**config.mk**
```make
export PLATFORM = sky130hd
export DESIGN_NAME = sram_port_arbiter
export DESIGN_NICKNAME = d
export VERILOG_FILES = /design/src/rtl/sram_port_arbiter.sv
export SDC_FILE = /design/constraint.sdc
export NUM_CORES = 1
export LEC_CHECK = 0
export ABC_AREA = 1
export BUFFER_PORTS_ARGS = -buffer_cell sky130_fd_sc_hd__buf_2
export CELL_PAD_IN_SITES_DETAIL_PLACEMENT = 1
export CELL_PAD_IN_SITES_GLOBAL_PLACEMENT = 1
export CORE_ASPECT_RATIO = 1.1
export CORE_MARGIN = 8
export CORE_UTILIZATION = 17
export CTS_BUF_LIST = sky130_fd_sc_hd__clkbuf_8
export DETAILED_ROUTE_END_ITERATION = 10
export PLACE_DENSITY = 0.91
export RECOVER_POWER = 25
export SYNTH_ARGS = -nofsm -noshare
export SYNTH_HDL_FRONTEND = slang
export SYNTH_SLANG_ARGS = --single-unit
```
**constraint.sdc**
```tcl
create_clock -name clk -period 1.7 [get_ports clk]
set_clock_uncertainty 0.05 [all_clocks]
set_input_delay 0.255 -clock clk [delete_from_list [all_inputs] [get_ports clk]]
set_output_delay 0.255 -clock clk [all_outputs]
set_load 0.03 [all_outputs]
```
**src/rtl/sram_port_arbiter.sv**
```systemverilog
// Round-robin arbiter sharing one single-port SRAM among NUM_REQ requesters.
// Each requester owns a private address window selected by its index in the
// upper address bits. Read data returns after READ_LATENCY cycles, tagged
// with a one-hot id of the requester that issued the read.
module sram_port_arbiter #(
  parameter int NUM_REQ      = 2,
  parameter int DATA_WIDTH   = 8,
  parameter int ADDR_WIDTH   = 8,
  parameter int READ_LATENCY = 1,
  localparam int LB_NUM_REQ  = $clog2(NUM_REQ)
) (
  input  logic                             clk,
  input  logic                             rst,
  input  logic [NUM_REQ-1:0]               req_valid,
  input  logic [NUM_REQ-1:0]               req_write,
  input  logic [NUM_REQ*ADDR_WIDTH-1:0]    req_addr,
  input  logic [NUM_REQ*DATA_WIDTH-1:0]    req_wdata,
  output logic [NUM_REQ-1:0]               req_ready,
  output logic [DATA_WIDTH-1:0]            rsp_data,
  output logic [NUM_REQ-1:0]               rsp_valid,
  output logic [ADDR_WIDTH+LB_NUM_REQ-1:0] mem_addr,
  output logic [DATA_WIDTH-1:0]            mem_din,
  output logic                             mem_wr_enable,
  output logic                             mem_rd_enable,
  input  logic [DATA_WIDTH-1:0]            mem_dout,
  output logic                             mem_clk
);

  logic [LB_NUM_REQ-1:0] rr_ptr;
  logic                  grant_any;
  logic [LB_NUM_REQ-1:0] grant_idx;
  logic [LB_NUM_REQ-1:0] cand;

  // Read-return pipeline: valid flags are reset, ids are plain data.
  logic                  vld_p [READ_LATENCY];
  logic [LB_NUM_REQ-1:0] id_p  [READ_LATENCY];

  assign rsp_data = mem_dout;
  assign mem_clk  = clk;

  // Grant search: first valid requester from rr_ptr upward, wrapping. NUM_REQ
  // is a power of two, so the LB_NUM_REQ-bit sum wraps modulo NUM_REQ.
  always_comb begin
    grant_any = 1'b0;
    grant_idx = '0;
    cand      = '0;
    for (int k = 0; k < NUM_REQ; k++) begin
      cand = rr_ptr + LB_NUM_REQ'(k);
      if (!grant_any && !rst && req_valid[cand]) begin
        grant_any = 1'b1;
        grant_idx = cand;
      end
    end
  end

  // Drive the SRAM port and the handshake from the winning requester.
  always_comb begin
    req_ready     = '0;
    mem_addr      = '0;
    mem_din       = '0;
    mem_wr_enable = 1'b0;
    mem_rd_enable = 1'b0;
    if (grant_any) begin
      req_ready[grant_idx] = 1'b1;
      mem_addr      = {grant_idx, req_addr[grant_idx*ADDR_WIDTH +: ADDR_WIDTH]};
      mem_din       = req_wdata[grant_idx*DATA_WIDTH +: DATA_WIDTH];
      mem_wr_enable = req_write[grant_idx];
      mem_rd_enable = ~req_write[grant_idx];
    end
  end

  // Round-robin pointer: start the next search just past the last winner.
  always_ff @(posedge clk) begin
    if (rst) begin
      rr_ptr <= '0;
    end else if (grant_any) begin
      rr_ptr <= grant_idx + 1'b1;
    end
  end

  // Valid flags of the read-return pipeline; reset discards in-flight reads.
  always_ff @(posedge clk) begin
    if (rst) begin
      for (int s = 0; s < READ_LATENCY; s++) begin
        vld_p[s] <= 1'b0;
      end
    end else begin
      vld_p[0] <= grant_any & ~req_write[grant_idx];
      for (int s = 1; s < READ_LATENCY; s++) begin
        vld_p[s] <= vld_p[s-1];
      end
    end
  end

  // Requester ids travelling alongside the valid flags.
  always_ff @(posedge clk) begin
    id_p[0] <= grant_idx;
    for (int s = 1; s < READ_LATENCY; s++) begin
      id_p[s] <= id_p[s-1];
    end
  end

  // Tag the returning SRAM word with the id leaving the last stage.
  always_comb begin
    rsp_valid = '0;
    if (!rst && vld_p[READ_LATENCY-1]) begin
      rsp_valid[id_p[READ_LATENCY-1]] = 1'b1;
    end
  end

endmodule

```
=== Word-level counts from Yosys, hierarchy flattened ===
Memories as Yosys holds them, arrays and structs flattened.
Index checks and enable logic that the tools add are counted.

* Memories: 2
* Output and inout port bits: 32
* Input port bits: 46
* Register bits after elaboration: 1
* RAM bits: 2
* Word-level logic and storage cells: 49

* Multiplexer cells: 25
* Reduce and logical (&&, ||, !) cells: 9
* Bitwise logic cells: 2
* Shift-type cells: 2
* Add/subtract/negate cells: 2
* $lt $le $gt $ge: 6

{| class="wikitable"
|+ Memories
! name !! depth !! width !! rd ports !! clocked after Yosys merged registers in !! wr ports !! line !! text
|-
| id_p || 1 || 1 || 1 || 0 || 1 || 36 || <nowiki>logic [LB_NUM_REQ-1:0] id_p [READ_LATENCY];</nowiki>
|-
| vld_p || 1 || 1 || 1 || 0 || 1 || 35 || <nowiki>logic vld_p [READ_LATENCY];</nowiki>
|}

{| class="wikitable"
|+ Operators with widths
! operator !! number
|-
| $shiftx 16x5->8 || 2
|-
| $mux 1 || 19
|-
| $mux 9 || 1
|-
| $lt 1x2->1 const B || 4
|-
| $mux 8 || 1
|-
| $logic_and 1x1->1 || 6
|-
| $mux 2 || 2
|-
| $add 1x1->1 const B || 2
|-
| $demux 1 s1 || 2
|-
| $ge 1x1->1 const B || 2
|-
| $logic_not 1->1 || 2
|-
| $and 1x1->1 || 1
|-
| $not 1->1 || 1
|-
| $reduce_or 1->1 || 1
|}

=== Depth between registers and ports, before layout ===
* Depth in word-level cells: 13
* Depth in mapped cells: 7
* Gate-level depth less buffers: 6

==> reports/qor.csv <==
stage,metric,value,unit
clock_network,cts_hold_buf,0,
floorplan,rows,21,
worst_setup_path,r2r-start,rr_ptr,
floorplan,coreArea,2940,um^2
cells_and_area,drive_gt1_share,55.5,%
worst_setup_path,reg2reg_slack,0.70,ns
cells_and_area,antenna_cells,0,
synthesis,seq_area_frac_synth,11.8,%
power_and_ir_drop,leakage,0.000608,uW
cells_and_area,area_growth_syn_to_layout,87.0,%
global_route,grt_pass1_wl,4.08,mm
drt,num_vias,821,
sta,fmax,607,MHz
worst_setup_path,crit_fanout,5,
worst_setup_path,critPathSlowestCell,dfxtp_2,
sta,worst_pin_slew,0.287,ns
power_and_ir_drop,peakVddDrop,0.498,mV
power_and_ir_drop,power.density,861,nW/um^2
cells_and_area,nets,202,
flow_run,cap_violations,0,
clock_network,clk_pin_slew,0.03,ns
worst_setup_path,setup.worst_path.end_class,output pin,
worst_setup_path,slowest_delay,0.32,ns
synthesis,ys_types,13,
placed_design,dp_hpwl,1.98,mm
sta,setup_tns,0,ns
global_route,grt_overflow,0,
cells_and_area,fillCellCount,410,
sta,layout_min_cycle_time,1.65,ns
clock_network,tritoncts,yes,
drt,via_per_inst,4.34,
drt,first_pass_iters,2,
global_route,grt_max_degree,19,
synthesis,ys_ff_latch,3,
placed_design,place_congestion,0.686,
drt,routed_wl,2.61,mm
floorplan,initial_utilization,17.3,%
drt,ant_nets,0,
drt,drcViolationCount,0,
drt,wire_per_inst,13.8,um
worst_setup_path,path_class,register to output pin,
worst_setup_path,critPathArrivalTime,1.34,ns
worst_setup_path,reg2regPathDepth,7,
sta,rsz0062_at_grt,yes,
sta,final_hold_viol_count,0,
drt,drt_iter0_drc,36,
global_route,first_global_vias,939,
worst_setup_path,critPathLaunchType,register,
worst_setup_path,reg2reg_to,vld_p[0],
synthesis,syn_avg_cell_area,5.42,um^2
floorplan,die_w,68.2,um
floorplan,fp.dieH,73.4,um
sta,setup_viol,0,
cells_and_area,post-route-util,32.4,%
worst_setup_path,worstPathRequired,1.39,ns
floorplan,dieArea,5000,um^2
synthesis,synth_top_area_share,28.7,%
global_route,grt_use_total,11.0,%
hold_path,hp-class,primary input to register,
synthesis,syn_nets,140,
synthesis,synth_top_cell_by_area,nand2_1,
floorplan,io_pins,78,
synthesis,ys_warn_count,0,
sta,finalCritPeriodShare,96.9,%
outcome,status,completed,
worst_setup_path,timing.critical_path.from,rr_ptr,
global_route,antenna_found_initial,0,
worst_setup_path,worstPathCellList,"inv_2, nand2_4, nand2_8, buf_6, nand2_2, nand2_2, nor2_2, buf_6",
synthesis,synthTopCellsByArea,"nand2_1 29%, nand3_1 17%, buf_4 16%",
clock_network,clock_latency,0.33,ns
sta,final-max-slew-violation-count,0,
placed_design,io_buffers,61,
worst_setup_path,worstSetupEndpoint,mem_rd_enable,
sta,slew_headroom,80.8,%
synthesis,syn_inst,94,
synthesis,synthesis.area,509,um^2
==> repair_timing <==
item,in CTS,in global routing
pin swaps,3,2
cloned,1,1
setup endpoints to repair,19,18
buffers inserted,1,0
endpoints found under the hold margin,0,0
resized for setup,9,12
==> worst min path at each step <==
stage / startpoint / end / cells past startpoint
finish: rst / rr_ptr / 2
global route: rst / rr_ptr / 2
CTS: rst / rr_ptr / 2
detailed placement: clk / mem_clk / 1
global placement: clk / mem_clk / 1
floorplan: rst / rr_ptr / 1
==> logic make-up after synthesis <==
logic type	share of synthesized area, %
AOI/OAI and AO/OA	0.982
buffers and inverters	31.0
DFF	11.8
and+or+nand+nor	56.3
==> cell usage after synthesis <==
cell type  number
nand3_2         1
inv_1           8
inv_2           1
buf_6           1
dfxtp_1         3
nor2_1          7
buf_4          11
nand2_2         1
nand2_1        39
nand3_1        17
nor2_2          2
buf_8           2
a21oi_1         1
==> layout make-up <==
| cell class | instances | area (um^2) | area share [%] |
|---|---|---|---|
| Sequential cell | 3 | 61.3 | 6.44 |
| Inverter | 9 | 38.8 | 4.07 |
| Timing Repair Buffer | 67 | 395 | 41.5 |
| Clock inverter | 1 | 3.75 | 0.394 |
| Clock buffer | 7 | 87.6 | 9.20 |
| Tap cell | 34 | 42.5 | 4.47 |
| Multi-Input combinational cell | 68 | 323 | 33.9 |
==> critical path, delay by kind of cell, from the launching register on <==
family | cells | cell delay, ns
flip-flops | 1 | 0.32
buffers and inverters | 3 | 0.33
AND/OR/NAND/NOR | 5 | 0.36
==> state kept, by name, indices dropped and copies added, names as in the netlist <==
register	count
vld_p	1
rr_ptr	1
id_p	1
==> report_power, final <==
| part | leakage, uW | internal [uW] | switching (uW) |
|---|---|---|---|
| Clock | 0.0000524 | 321 | 149 |
| Combinational | 0.000531 | 104 | 169 |
| Sequential | 0.0000251 | 75.9 | 2.29 |
| Total | 0.000608 | 500 | 320 |
==> per-layer routing <==
layer / track usage [%] / share of wire [%]
met5: 0 / 0
met3: 6.25 / 13
met2: 17.6 / 52
met4: 8.66 / 2.8
met1: 9.79 / 32
==> stage by stage <==
step | power [uW] | std cells | worst slack (ns) | instance area [um^2] | hold slack, ns
detailed placement | 396 | 179 | 0.144 | 763 | 0.372
global route | 880 | 189 | -0.0259 | 952 | 0.114
CTS | 818 | 188 | 0.00343 | 886 | 0.100
global placement | 391 | 179 | 0.192 | 763 | 0.372
floorplan | 355 | 94 | 0.186 | 509 | 0.274
finish | 820 | 189 | 0.0523 | 952 | 0.112
==> placed cells by master, fill, tap and decap left out <==
master / n
nand3_1: 17
nor2_2: 3
nand2_8: 1
buf_4: 5
inv_2: 1
buf_6: 2
clkbuf_16: 1
clkbuf_8: 6
nand2_4: 1
buf_2: 57
dfxtp_2: 1
inv_1: 8
nand3_2: 1
inv_6: 1
a21oi_1: 1
nand2_1: 35
dfxtp_1: 2
nor2_1: 6
clkbuf_4: 2
nand2_2: 3
buf_8: 1
Power figures use the tool's default switching activity.
